$ cat src/rtl/field_bcd_scanner.sv
// Channel-selecting binary-to-BCD converter: snapshots one packed field and
// runs a one-bit-per-cycle double-dabble, in manual (start_i) or auto-scan mode.
module field_bcd_scanner #(
  parameter int N_CH     = 9,
  parameter int W        = 8,
  parameter int N_DIG    = 3,
  parameter int SCAN_GAP = 16,
  localparam int SEL_W   = ($clog2(N_CH) > 1) ? $clog2(N_CH) : 1
) (
  input  logic                clk_i,
  input  logic                rst_i,
  input  logic [N_CH*W-1:0]   ch_data_i,
  input  logic [SEL_W-1:0]    sel_i,
  input  logic                mode_i,
  input  logic                start_i,
  output logic                busy_o,
  output logic                valid_o,
  output logic [SEL_W-1:0]    ch_o,
  output logic [4*N_DIG-1:0]  bcd_o,
  output logic                ovf_o,
  output logic                sel_err_o
);

  localparam int BCD_W = 4 * N_DIG;
  localparam int CNT_W = $clog2(W + 1);
  localparam int GAP_W = $clog2(SCAN_GAP + 1);

  function automatic longint unsigned pow10(input int n);
    longint unsigned r = 1;
    for (int i = 0; i < n; i++) r = r * 10;
    return r;
  endfunction

  localparam longint unsigned LIMIT = pow10(N_DIG);

  typedef enum logic [1:0] {IDLE, CONV, DONE} state_e;

  state_e             state_q, state_d;
  logic [SEL_W-1:0]   sel_q, sel_d;
  logic [W-1:0]       val_q, val_d;
  logic [BCD_W-1:0]   bcd_q, bcd_d;
  logic [CNT_W-1:0]   cnt_q, cnt_d;
  logic [GAP_W-1:0]   gap_q, gap_d;
  logic [SEL_W-1:0]   ptr_q, ptr_d;
  logic               ovf_pend_q, ovf_pend_d;
  logic               err_pend_q, err_pend_d;
  logic [BCD_W-1:0]   bcd_out_q, bcd_out_d;
  logic [SEL_W-1:0]   ch_out_q, ch_out_d;
  logic               ovf_out_q, ovf_out_d;
  logic               err_out_q, err_out_d;

  logic [SEL_W-1:0]   src_sel;
  logic [W-1:0]       src_field;
  logic               src_err;
  logic               start_now;
  logic [BCD_W-1:0]   bcd_adj;
  logic [BCD_W-1:0]   bcd_step;

  always_comb begin
    // NOTE: every variable gets a default before the case so no path infers a latch.
    state_d    = state_q;
    sel_d      = sel_q;
    val_d      = val_q;
    bcd_d      = bcd_q;
    cnt_d      = cnt_q;
    gap_d      = gap_q;
    ptr_d      = ptr_q;
    ovf_pend_d = ovf_pend_q;
    err_pend_d = err_pend_q;
    bcd_out_d  = bcd_out_q;
    ch_out_d   = ch_out_q;
    ovf_out_d  = ovf_out_q;
    err_out_d  = err_out_q;
    start_now  = 1'b0;

    // Out-of-range selects leave src_field at 0, which is the value converted.
    src_sel   = mode_i ? ptr_q : sel_i;
    src_err   = int'(src_sel) >= N_CH;
    src_field = '0;
    for (int k = 0; k < N_CH; k++) begin
      if (src_sel == SEL_W'(k)) src_field = ch_data_i[k*W +: W];
    end

    for (int d = 0; d < N_DIG; d++) begin
      bcd_adj[4*d +: 4] = (bcd_q[4*d +: 4] >= 4'd5) ? bcd_q[4*d +: 4] + 4'd3
                                                    : bcd_q[4*d +: 4];
    end
    bcd_step = {bcd_adj[BCD_W-2:0], val_q[W-1]};

    unique case (state_q)
      IDLE: begin
        if (mode_i) begin
          if (gap_q == GAP_W'(SCAN_GAP)) begin
            start_now = 1'b1;
            gap_d     = '0;
          end else begin
            gap_d = gap_q + GAP_W'(1);
          end
        end else begin
          gap_d     = '0;
          start_now = start_i;
        end
        if (start_now) begin
          sel_d      = src_sel;
          val_d      = src_field;
          bcd_d      = '0;
          cnt_d      = '0;
          ovf_pend_d = 64'(src_field) >= LIMIT;
          err_pend_d = src_err;
          state_d    = CONV;
        end
      end
      CONV: begin
        val_d = val_q << 1;
        bcd_d = bcd_step;
        cnt_d = cnt_q + CNT_W'(1);
        if (cnt_q == CNT_W'(W - 1)) begin
          bcd_out_d = bcd_step;
          ch_out_d  = sel_q;
          ovf_out_d = ovf_pend_q;
          err_out_d = err_pend_q;
          state_d   = DONE;
        end
      end
      DONE: begin
        ptr_d   = (ptr_q == SEL_W'(N_CH - 1)) ? '0 : ptr_q + SEL_W'(1);
        state_d = IDLE;
      end
      default: state_d = IDLE;
    endcase
  end

  // NOTE: sequential state uses non-blocking assignments only; every flop is reset.
  always_ff @(posedge clk_i) begin
    if (rst_i) begin
      state_q    <= IDLE;
      sel_q      <= '0;
      val_q      <= '0;
      bcd_q      <= '0;
      cnt_q      <= '0;
      gap_q      <= '0;
      ptr_q      <= '0;
      ovf_pend_q <= 1'b0;
      err_pend_q <= 1'b0;
      bcd_out_q  <= '0;
      ch_out_q   <= '0;
      ovf_out_q  <= 1'b0;
      err_out_q  <= 1'b0;
    end else begin
      state_q    <= state_d;
      sel_q      <= sel_d;
      val_q      <= val_d;
      bcd_q      <= bcd_d;
      cnt_q      <= cnt_d;
      gap_q      <= gap_d;
      ptr_q      <= ptr_d;
      ovf_pend_q <= ovf_pend_d;
      err_pend_q <= err_pend_d;
      bcd_out_q  <= bcd_out_d;
      ch_out_q   <= ch_out_d;
      ovf_out_q  <= ovf_out_d;
      err_out_q  <= err_out_d;
    end
  end

  assign busy_o    = (state_q != IDLE);
  assign valid_o   = (state_q == DONE);
  assign bcd_o     = bcd_out_q;
  assign ch_o      = ch_out_q;
  assign ovf_o     = ovf_out_q;
  assign sel_err_o = err_out_q;

endmodule

$ cat config.mk
export PLATFORM = sky130hd
export DESIGN_NAME = field_bcd_scanner
export DESIGN_NICKNAME = d
export VERILOG_FILES = /design/src/rtl/field_bcd_scanner.sv
export SDC_FILE = /design/constraint.sdc
export NUM_CORES = 1
export LEC_CHECK = 0
export BUFFER_PORTS_ARGS = -buffer_cell sky130_fd_sc_hd__buf_2
export CAP_MARGIN = 40
export CORE_UTILIZATION = 50
export DETAILED_ROUTE_END_ITERATION = 7
export PLACE_DENSITY_LB_ADDON = 0.05
export SLEW_MARGIN = 30
export SYNTH_ARGS = -nofsm -noshare
export SYNTH_HDL_FRONTEND = slang
export SYNTH_SLANG_ARGS = --single-unit
$ cat constraint.sdc
create_clock -name clk_i -period 4.9 [get_ports clk_i]
set_clock_uncertainty 0.2 [all_clocks]
set_input_delay 0.735 -clock clk_i [delete_from_list [all_inputs] [get_ports clk_i]]
set_output_delay 0.735 -clock clk_i [all_outputs]
set_load 0.1 [all_outputs]
; Yosys cells after proc, flatten, opt, wreduce, memory -nomap -nowiden
; Cells that the tools add are included.
[op_classes]
n_addsub = 6
mux = 28
n_reduce_logical = 8
n_eq_ne = 15
n_lt_le_gt_ge = 4
[ops]
columns = operator, count
row1 = 2-to-1 mux 8 bit, 10
row2 = one-hot mux 12 bit (2 select lines), 1
row3 = "equality test 4 x 3 -> 1 bit, second input constant", 5
row4 = 2-to-1 mux 4 bit, 5
row5 = one-hot mux 8 bit (2 select lines), 1
row6 = ">= comparator 4 x 3 -> 1 bit, second input constant", 3
row7 = 2-to-1 mux 12 bit, 1
row8 = 2-to-1 mux 5 bit, 2
row9 = "adder 4 x 1 -> 4 bit, second input constant", 2
row10 = "adder 4 x 2 -> 4 bit, second input constant", 2
row11 = "equality test 4 x 2 -> 1 bit, second input constant", 2
row12 = "equality test 4 bit, second input constant", 2
row13 = one-hot mux 4 bit (2 select lines), 1
row14 = AND reduction 2 bit, 4
row15 = "adder 5 x 1 -> 5 bit, second input constant", 1
row16 = "equality test 5 bit, second input constant", 1
row17 = "equality test 4 x 1 -> 1 bit, second input constant", 1
row18 = ">= comparator 4 bit, second input constant", 1
row19 = logical NOT 4 bit, 1
row20 = 2-to-1 mux 2 bit, 2
row21 = one-hot mux 2 bit (2 select lines), 1
row22 = nonzero test 2 bit, 2
row23 = "adder 3 x 2 -> 3 bit, second input constant", 1
row24 = 2-to-1 mux 1 bit, 3
row25 = 6 further kinds, 6
[totals]
output_inout_bits = 20
register_bits = 57
word_cells = 72
in_bits = 80

; Logic depth before layout (Yosys ltp)
; Gate-level depths: netlist of run 1.
[depth]
depth_word = 13
depth_mapped = 8
depth_no_buf = 7

; Least setup slack after synthesis of run 1
; Ideal clock, no wire load.
[synth_timing]
path_type = input to register
startpoint = input mode_i
endpoint = register val_q[1]
setup_time_ns = 0.132
arrival_time_ns = 2.010
setup_slack_ns = 2.559
t_required_ns = 4.568
n_path_buf = 2
stages = 7
cell_sequence = buf_6 nor4bb_1 or2_1 buf_2 and2_1 a2111oi_0 o211ai_1
[synth_via]
elab_chain_len = 13
word_cells_on_any_way = 25
classes_between = eq/ne (9) / mux (14) / reduce/logical (2)
[synth_lines]
columns = element, line
row1 = start: declaration, 14  ; input logic mode_i,
row2 = 2-to-1 mux 4 bit, 77  ; src_sel = mode_i ? ptr_q : sel_i;
row3 = logical NOT 4 bit, 81  ; if (src_sel == SEL_W'(k)) src_field = ch_data_i[k*W +: W];
row4 = 2-to-1 mux 8 bit (9 in a row), 81
row5 = 2-to-1 mux 8 bit, 103  ; if (start_now) begin
row6 = one-hot mux 8 bit (2 select lines), 90  ; unique case (state_q)
row7 = end signal: assignment, 152  ; val_q <= val_d;
row8 = end: declaration, 40  ; logic [W-1:0] val_q, val_d;
; Parallel ways exist; a longest one is shown, timed or not. The select of a mux whose other input is x is not followed.
; A chain may end at the register's enable or synchronous reset.

; Worst setup path in the final report of run 1
[layout_timing]
startpoint = input mode_i
endpoint = register val_q[4]
; Same word-level chain as after synthesis.

==> metrics.yaml, run 1 <==
status: "finished, violations left"
failed_checks: "design-rule violations"
timing.rr.end: "bcd_o[11]"
drc: 2
synth-async-reset-ratio: 0
via_count: 3459
r2r-start: "state_q[1]"
clock_latency_ns: 0.34
hold_start: "bcd_o[1]"
dr.pass1.iters: 6
hpwl_um: 6420
syn_area_um2: 3380
worst_slew_pin_slew_ns: 0.754
stdcell_area_um2: 4070
diodes: 0
root_buffer: "clkbuf_8"
syn_nets: 524
drt_iter0_markers: 192
placement.io_buffers: 98
cp-end-kind: "flip-flop"
hold_path.class: "flip-flop to flip-flop"
fillers: 584
slowest_delay_ns: 0.55
yosys_warnings: 0
die_y_um: 84.2
pin_count: 100
antenna_violating_nets_post_route: 0
fp.dieW_um: 84.2
synth_commonest_cells: "nand2_1 (76), dfxtp_1 (57), a21oi_1 (56), nor2_1 (33), clkbuf_1 (18)"
final-seq-area_um2: 1140
drt-total-wl_um: 8710
cts_resized: 0
yosysMostFrequentCell: "nand2_1"
clk_pin_slew_worst_paths_ns: 0.07
maxCapViolations: 0
synth_area_leader_cell: "dfxtp_1"
crit_slowest_cell: "mux2_2"
slew_viol_final: 0
r2r_cells: 5
grt_overflow: 0
clock_path_buffers: 2
avgSynthCellArea_um2: 7.81
synth_enable_flop_cells: 0
core-area_um2: 6420
hold_buffers: 0
antenna_found_initial: 0
synthTopCellsByArea: "dfxtp_1 (34%), nand2_1 (8.4%), a21oi_1 (8.3%)"
min_path_cells: 2
place_congestion: 0.914
grt_max_degree: 57
hold_viol_final: 0
r2r_slack_ns: 2.58
post_cts_buffers: 0
dieArea_um2: 7090
startpoint: "mode_i"
power_density_nw_per_um2: 263
startpoint_type: "input port"
relSlewSlack: 0.497
cts_buffers: 9
cp_cell_sequence: "buf_2 -> mux2_2 -> o21ai_1 -> a21oi_1 -> a2111oi_0 -> o211ai_1"
cts_tree: "yes"
max_freq_mhz: 376
grt.total_usage: 0.251
start_util: 0.526
synthCells: 433
wl_per_cell_um: 14.5
p_leak_nw: 1.63
drive_gt1_frac: 0.250
synth_cell_types: 49
synth-seq-area-share: 0.338
rsz0062_at_grt: "no"
post-route-min-period_ns: 2.66
synth_top_cell_area_share: 0.338
peakVddDrop_mv: 0.142
nets: 611
finalSetupTns_ns: 0
critPathRequiredTime_ns: 4.90
postPlaceCellArea_um2: 3860
first_global_vias: 3176
grt_pass1_wl_um: 14400
critical_path_class: "input port to flip-flop"
setup_viol: 0
area_growth_pct: 20.5
synth_ff_type: "dfxtp_1"
multi_input_area_um2: 2050
htree_levels: 3
cp_max_fo: 19
viasPerCell: 5.75
clock-sinks: 57
crit_path_end: "val_q[4]"
worstPathArrival_ns: 2.66
row_count: 29
synth_seq_cells: 57
final.period_utilization: 0.542
-- metrics by stage --
step / power, mW / setup WS [ns] / util / instances / hold WS [ns]
finish: 1.07 / 2.24 / 0.634 / 602 / 0.251
global route: 1.12 / 2.16 / 0.634 / 602 / 0.272
CTS: 1.08 / 2.27 / 0.633 / 601 / 0.254
detailed placement: 0.634 / 1.92 / 0.601 / 585 / 0.243
global placement: 0.632 / 1.95 / 0.600 / 584 / 0.242
floorplan: 0.579 / 2.56 / - / 433 / 0.232
-- metal layers --
metal	GRT usage	routed length, µm
met5	0	0
met1	0.313	3880
met3	0.0698	444
met2	0.424	4260
met4	0.0690	125
-- critical path: cells and delay by family --
family,cells,cell delay [ns]
AO/OA/AOI/OAI,4,1.07
multiplexers,1,0.55
buffers and inverters,1,0.31
-- area by class of cell --
| type | count | area share |
|---|---|---|
| Tap cell | 77 | 0.0237 |
| Clock buffer | 9 | 0.0304 |
| Sequential cell | 57 | 0.280 |
| Multi-Input combinational cell | 335 | 0.504 |
| Timing Repair Buffer | 103 | 0.129 |
| Clock inverter | 7 | 0.0194 |
| Inverter | 14 | 0.0129 |
-- registers in the layout, indices dropped and copies added (netlist names) --
register and flops:
ptr_q 4, state_q 2, sel_q 4, bcd_o 12
gap_q 5, sel_err_o 1, bcd_q 12, err_pend_q 1
val_q 8, cnt_q 4, ch_o 4
-- cell families (layout without fill, tap and decap cells) --
| family | after synthesis | count (layout) | share of synthesized area |
|---|---|---|---|
| XOR/XNOR | 7 | 7 | 0.0181 |
| buffers and inverters | 41 | 133 | 0.0559 |
| multiplexers | 18 | 18 | 0.0540 |
| adder cells (fa/ha/maj) | 11 | 11 | 0.0407 |
| flip-flops | 57 | 57 | 0.338 |
| other | 1 | 1 | 0.00111 |
| AND/OR/NAND/NOR | 170 | 170 | 0.243 |
| AO/OA/AOI/OAI | 128 | 128 | 0.249 |
-- worst min path at each step --
stage                     endpoint  slack, ns
after floorplan            ch_o[0]       0.23
after global placement    bcd_o[1]       0.24
after detailed placement  bcd_o[1]       0.24
after CTS                 bcd_o[1]       0.25
after global routing       ch_o[2]       0.27
final                     bcd_o[1]       0.25
-- report_power, final --
group | leakage, nW | internal [mW] | switching, mW | total [mW]
logic | 1.08 | 0.0587 | 0.0857 | 0.144
clock network | 0.0921 | 0.238 | 0.208 | 0.445
registers | 0.461 | 0.473 | 0.00832 | 0.481
total | 1.63 | 0.769 | 0.302 | 1.07
-- placed cells by master, fill, tap and decap left out, types with 3 or more instances in the layout --
cell type	count
a2111oi_0	7
a211oi_1	8
a21oi_1	56
a22oi_1	7
buf_2	99
buf_4	4
clkbuf_8	9
clkinvlp_4	3
dfxtp_1	57
ha_1	11
inv_1	14
mux2i_1	15
nand2_1	76
nand2b_1	6
nand3_1	15
nand3b_1	8
nand4_1	3
nor2_1	33
nor3_1	9
nor3b_1	6
o211ai_1	8
o21ai_0	12
o221ai_1	7
o2bb2ai_1	8
xnor2_1	4
xor2_1	3
Note: power is estimated with default switching activity, not from simulation.
==> run 2: changes to the inputs <==
==> constraint.sdc (replaced) <==
create_clock -name clk_i -period 2.5 [get_ports clk_i]
set_clock_uncertainty 0.2 [all_clocks]
set_input_delay 0.375 -clock clk_i [delete_from_list [all_inputs] [get_ports clk_i]]
set_output_delay 0.375 -clock clk_i [all_outputs]
set_load 0.1 [all_outputs]
==> metrics.yaml, run 2 (same netlist as run 1, synthesis figures left out) <==
status: "finished, violations left"
failed_checks: "design-rule violations"
hold_viol_final: 0  # unchanged
clk_pin_slew_worst_paths_ns: 0.07  # about the same
cp-end-kind: "flip-flop"
drive_gt1_frac: 0.258  # +0.00890
root_buffer: "clkbuf_8"
place_congestion: 0.912  # -0.20%
fp.dieW_um: 84.2  # unchanged
diodes: 0  # unchanged
worst_slew_pin_slew_ns: 0.670  # -0.0841 ns
power_density_nw_per_um2: 508  # +93%
grt_pass1_wl_um: 15000  # +3.6%
final-seq-area_um2: 1140  # unchanged
crit_slowest_cell: "a2111oi_0"
startpoint_type: "flip-flop"
placement.io_buffers: 98  # unchanged
multi_input_area_um2: 2050  # -0.18%
dieArea_um2: 7090  # unchanged
clock-sinks: 57  # unchanged
via_count: 3473  # +0.40%
clock_path_buffers: 2  # unchanged
antenna_found_initial: 0  # unchanged
fillers: 599  # +2.6%
htree_levels: 3  # unchanged
hold_path.class: "input port to flip-flop"
critPathRequiredTime_ns: 2.49  # -2.41 ns
drt_iter0_markers: 175  # -8.9%
post-place-ws_ns: 0.00269  # -1.92 ns
drt-total-wl_um: 8910  # +2.3%
grt_max_degree: 57  # unchanged
worstPathArrival_ns: 2.23  # -0.43 ns
drc: 2  # unchanged
cts_buffers: 9  # unchanged
worst-path-buf-inv: 0  # -1
critical_path_class: "flip-flop to flip-flop"
hold_buffers: 0  # unchanged
fin_ws_ns: 0.260  # -1.98 ns
core-area_um2: 6420  # unchanged
antenna_violating_nets_post_route: 0  # unchanged
pin_count: 100  # unchanged
placedCellCount: 595  # +1.7%
final.period_utilization: 0.896
cp_cell_sequence: "nor4bb_1 -> or2_1 -> and2_1 -> a2111oi_0 -> o211ai_1"
grt.total_usage: 0.261  # +0.0108
row_count: 29  # unchanged
mostFrequentLayoutCells: "buf_2 (98), nand2_1 (76), dfxtp_1 (57)"
grt_overflow: 0  # unchanged
setup_viol: 0  # unchanged
cts_tree: "yes"
slowest_delay_ns: 0.62  # +0.07 ns
wl_per_cell_um: 14.6  # +0.78%
finalSetupTns_ns: 0  # unchanged
slew_viol_final: 0  # unchanged
cts_resized: 0  # unchanged
start_util: 0.526  # unchanged
stdcell_area_um2: 4150  # +1.8%
clock_latency_ns: 0.34  # about the same
final_common_cell: "buf_2"
viasPerCell: 5.68  # -1.1%
finalPower_mw: 2.11  # +97%
hold_slack_ns: 0.179  # -0.0723 ns
first_global_vias: 3214  # +1.2%
max_freq_mhz: 446
dr.pass1.iters: 6  # unchanged
nets: 620  # +1.5%
peakVddDrop_mv: 0.344  # +140%
rsz0062_at_grt: "no"
stdcell_count: 611  # +1.5%
fin_util: 0.645  # +0.0113
postPlaceCellArea_um2: 3950  # +2.2%
p_leak_nw: 1.68  # +3.4%
area_growth_pct: 22.6
hpwl_um: 6560  # +2.3%
maxCapViolations: 0  # unchanged
post-route-min-period_ns: 2.24
relSlewSlack: 0.542  # +0.0445
crit_family: "compound AO/OA/AOI/OAI gates"
post_cts_buffers: 0  # unchanged
cp_max_fo: 8  # -11
die_y_um: 84.2  # unchanged
-- run 2: changes by cell type in the layout (fill, tap and decap cells not counted), sizes merged --
cell | previous run | this run
buf | 103 | 112
clkbuf | 9 | 11
clkinvlp | 3 | 2
inv | 15 | 14
-- run 2: worst reg2reg max path, delay by kind of cell (launching register included) --
family | cells | cell delay, ns
AOI/OAI and AO/OA | 2 | 0.79
and+or+nand+nor | 3 | 0.64
DFF | 1 | 0.47
-- run 2: layer usage --
metal  global-route usage  up-vias  part of all wire  wire length (µm)
li1                     -     1746                 -                 -
met4               0.0768        0             0.019               167
met2                0.449      129              0.49              4350
met5                    0        -                 0                 0
met3               0.0629       22             0.061               540
met1                0.325     1576              0.43              3850
-- run 2: worst paths after layout --
kind | startpoint | endpoint | slack [ns] | depth (start not counted)
worst max register to register | ptr_q[1] | val_q[7] | 0.26 | 5
worst min register to register | bcd_o[1] | bcd_o[1] | 0.25 | 2
worst max-delay path | ptr_q[1] | val_q[7] | 0.26 | 5
worst min-delay path | ch_data_i[38] | val_q[6] | 0.18 | 3
-- run 2: power by group --
| group | total, mW | switching (mW) | internal (mW) |
|---|---|---|---|
| Clock | 0.867 | 0.383 | 0.484 |
| Combinational | 0.299 | 0.173 | 0.126 |
| Sequential | 0.942 | 0.0147 | 0.927 |
-- run 2: final cells by class --
cell class	instances	area share
multi-input cells	335	0.495
inverters	14	0.0127
repair buffers	112	0.147
clock buffers	11	0.0341
well taps	77	0.0232
flip-flops and latches	57	0.275
clock inverters	5	0.0133
==> run 3: changes to the inputs <==
--- a/config.mk
+++ b/config.mk
@@ -9,8 +9,7 @@
 export CAP_MARGIN = 40
 export CORE_UTILIZATION = 50
 export DETAILED_ROUTE_END_ITERATION = 7
-export PLACE_DENSITY_LB_ADDON = 0.05
-export SLEW_MARGIN = 30
+export PLACE_DENSITY = 0.78
 export SYNTH_ARGS = -nofsm -noshare
 export SYNTH_HDL_FRONTEND = slang
 export SYNTH_SLANG_ARGS = --single-unit
==> metrics.yaml, run 3 (same netlist as run 1, synthesis figures left out) <==
antenna_violating_nets_post_route: 0  # unchanged
first_global_vias: 3108  # -3.3%
mostFrequentLayoutCells: "buf_2 (98), nand2_1 (76), dfxtp_1 (57)"
viasPerCell: 5.68  # about the same
place_congestion: 0.887  # -2.8%
r2r_cells: 6  # +1
crit_slowest_cell: "a2111oi_1"
clk_pin_slew_worst_paths_ns: 0.08  # about the same
p_int_mw: 1.41  # -8.3%
r2r_slack_ns: 0.21  # -0.05 ns
core-area_um2: 6420  # unchanged
diodes: 0  # unchanged
grt.total_usage: 0.245  # -0.0168
antenna_found_initial: 0  # unchanged
start_util: 0.526  # unchanged
dieArea_um2: 7090  # unchanged
final_common_cell: "buf_2"
startpoint_type: "flip-flop"
failed_checks: "design-rule violations"
hold_start: "ch_data_i[34]"
post-route-min-period_ns: 2.29  # +0.0517 ns
r2r-start: "ptr_q[3]"
seqPwrFrac: 0.475  # +0.028
maxCapViolations: 0  # unchanged
fillers: 591  # -1.3%
drive_gt1_frac: 0.262  # +0.00326
hold_buffers: 0  # unchanged
htree_levels: 3  # unchanged
pwr-share-clk: 0.377  # -0.034
clock-sinks: 57  # unchanged
worst-path-buf-inv: 1  # +1
power_density_nw_per_um2: 482  # -5.2%
wl_per_cell_um: 14.1  # -3.1%
root_buffer: "clkbuf_8"
worstPathArrival_ns: 2.32  # +0.09 ns
pin_count: 100  # unchanged
cp_max_fo: 9  # +1
grt_max_degree: 57  # unchanged
finalPower_mw: 1.99  # -5.8%
swShare: 0.290  # +0.0195
critPathRequiredTime_ns: 2.53  # +0.04 ns
drt-total-wl_um: 8650  # -2.9%
finalSetupTns_ns: 0  # unchanged
hpwl_um: 6310  # -3.8%
cts_tree: "yes"
post_cts_buffers: 0  # unchanged
clock_path_buffers: 2  # unchanged
relSlewSlack: 0.616  # +0.0738
area_growth_pct: 21.8
drt_iter0_markers: 173  # -1.1%
fp.dieW_um: 84.2  # unchanged
slowest_delay_ns: 0.53  # -0.09 ns
timing.rr.end: "val_q[5]"
combPwrFrac: 0.149  # +0.007
final.period_utilization: 0.917  # +0.0207
dr.pass1.iters: 6  # unchanged
grt_pass1_wl_um: 14100  # -5.9%
p_leak_nw: 1.67  # -0.65%
max_freq_mhz: 436  # -2.3%
hold_viol_final: 0  # unchanged
hold_path.class: "input port to flip-flop"
min_path_cells: 3  # unchanged
cp_cell_sequence: "nor3b_1 -> o21ai_1 -> a21oi_1 -> a2111oi_1 -> buf_4 -> o211ai_1"
setup_viol: 0  # unchanged
nets: 621  # +0.16%
slew_viol_final: 0  # unchanged
cts_buffers: 9  # unchanged
status: "finished, violations left"
power.net_switching_mw: 0.576  # +1.0%
clock_latency_ns: 0.34  # about the same
crit_family: "compound AO/OA/AOI/OAI gates"
drc: 9  # +7
row_count: 29  # unchanged
placement.io_buffers: 98  # unchanged
peakVddDrop_mv: 0.248  # -28%
cp-end-kind: "flip-flop"
worst_slew_pin_slew_ns: 0.576  # -0.0934 ns
rsz0062_at_grt: "no"
grt_overflow: 0  # unchanged
die_y_um: 84.2  # unchanged
critical_path_class: "flip-flop to flip-flop"
via_count: 3478  # +0.14%
worstHoldEndpoint: "val_q[2]"
## run 3: cell count changes in the layout (fill, tap and decap cells not counted), sizes merged
cell    change
buf         +1
bufinv      -1
clkbuf      -2
clkinv      +3
## run 3: worst max path at each step
stage          cells after the start  endpoint       start  slack, ns
2_1_floorplan                      6  sel_q[0]  state_q[1]       0.33
3_3_place_gp                       7  val_q[5]      mode_i       0.09
3_5_place_dp                       7  val_q[5]      mode_i       0.02
4_1_cts                            6  val_q[5]    ptr_q[3]       0.14
5_1_grt                            6  val_q[6]    ptr_q[2]       0.04
6_report                           6  val_q[5]    ptr_q[3]       0.21
## run 3: layout make-up
type	instances	area, µm²	share of cell area
inverters	14	52.6	0.0128
well taps	77	96.3	0.0234
clock buffers	9	124	0.0301
clock inverters	7	47.5	0.0115
repair buffers	113	603	0.146
multi-input cells	335	2050	0.499
flip-flops and latches	57	1140	0.277
## run 3: per-layer routing
metal	vias up	share of wire	track usage
met5	-	0	0
met4	0	0.0087	0.0737
met3	8	0.066	0.0728
met2	116	0.49	0.410
met1	1603	0.43	0.304
li1	1751	-	-
## run 3: metrics by stage
stage	util	worst slack (ns)	cell area [µm²]	std cells	hold slack, ns
after floorplan	-	0.334	3380	433	0.232
after global placement	0.614	0.0935	3940	596	0.240
after detailed placement	0.614	0.0177	3940	596	0.245
after CTS	0.641	0.145	4120	612	0.166
after global routing	0.641	0.0441	4120	612	0.176
final	0.641	0.208	4120	612	0.173
## run 3: what timing repair did
action | in CTS | in global routing
resized for setup | 0 | 2
hold endpoints to repair | 0 | 0
setup endpoints to repair | 0 | 2
## run 3: power groups by stage
| stage | Sequential (mW) | Combinational [mW] | Clock [mW] |
|---|---|---|---|
| floorplan | 0.958 | 0.178 | 0 |
| detailed placement | 0.962 | 0.292 | 0 |
| finish | 0.942 | 0.295 | 0.748 |
| global route | 0.944 | 0.324 | 0.801 |
| global placement | 0.962 | 0.288 | 0 |
| CTS | 0.942 | 0.293 | 0.765 |
## run 3: worst min-delay path, stage by stage
cell and delay [ns]:
buf_2 0.07, a2111oi_0 0.08, o211ai_1 0.14
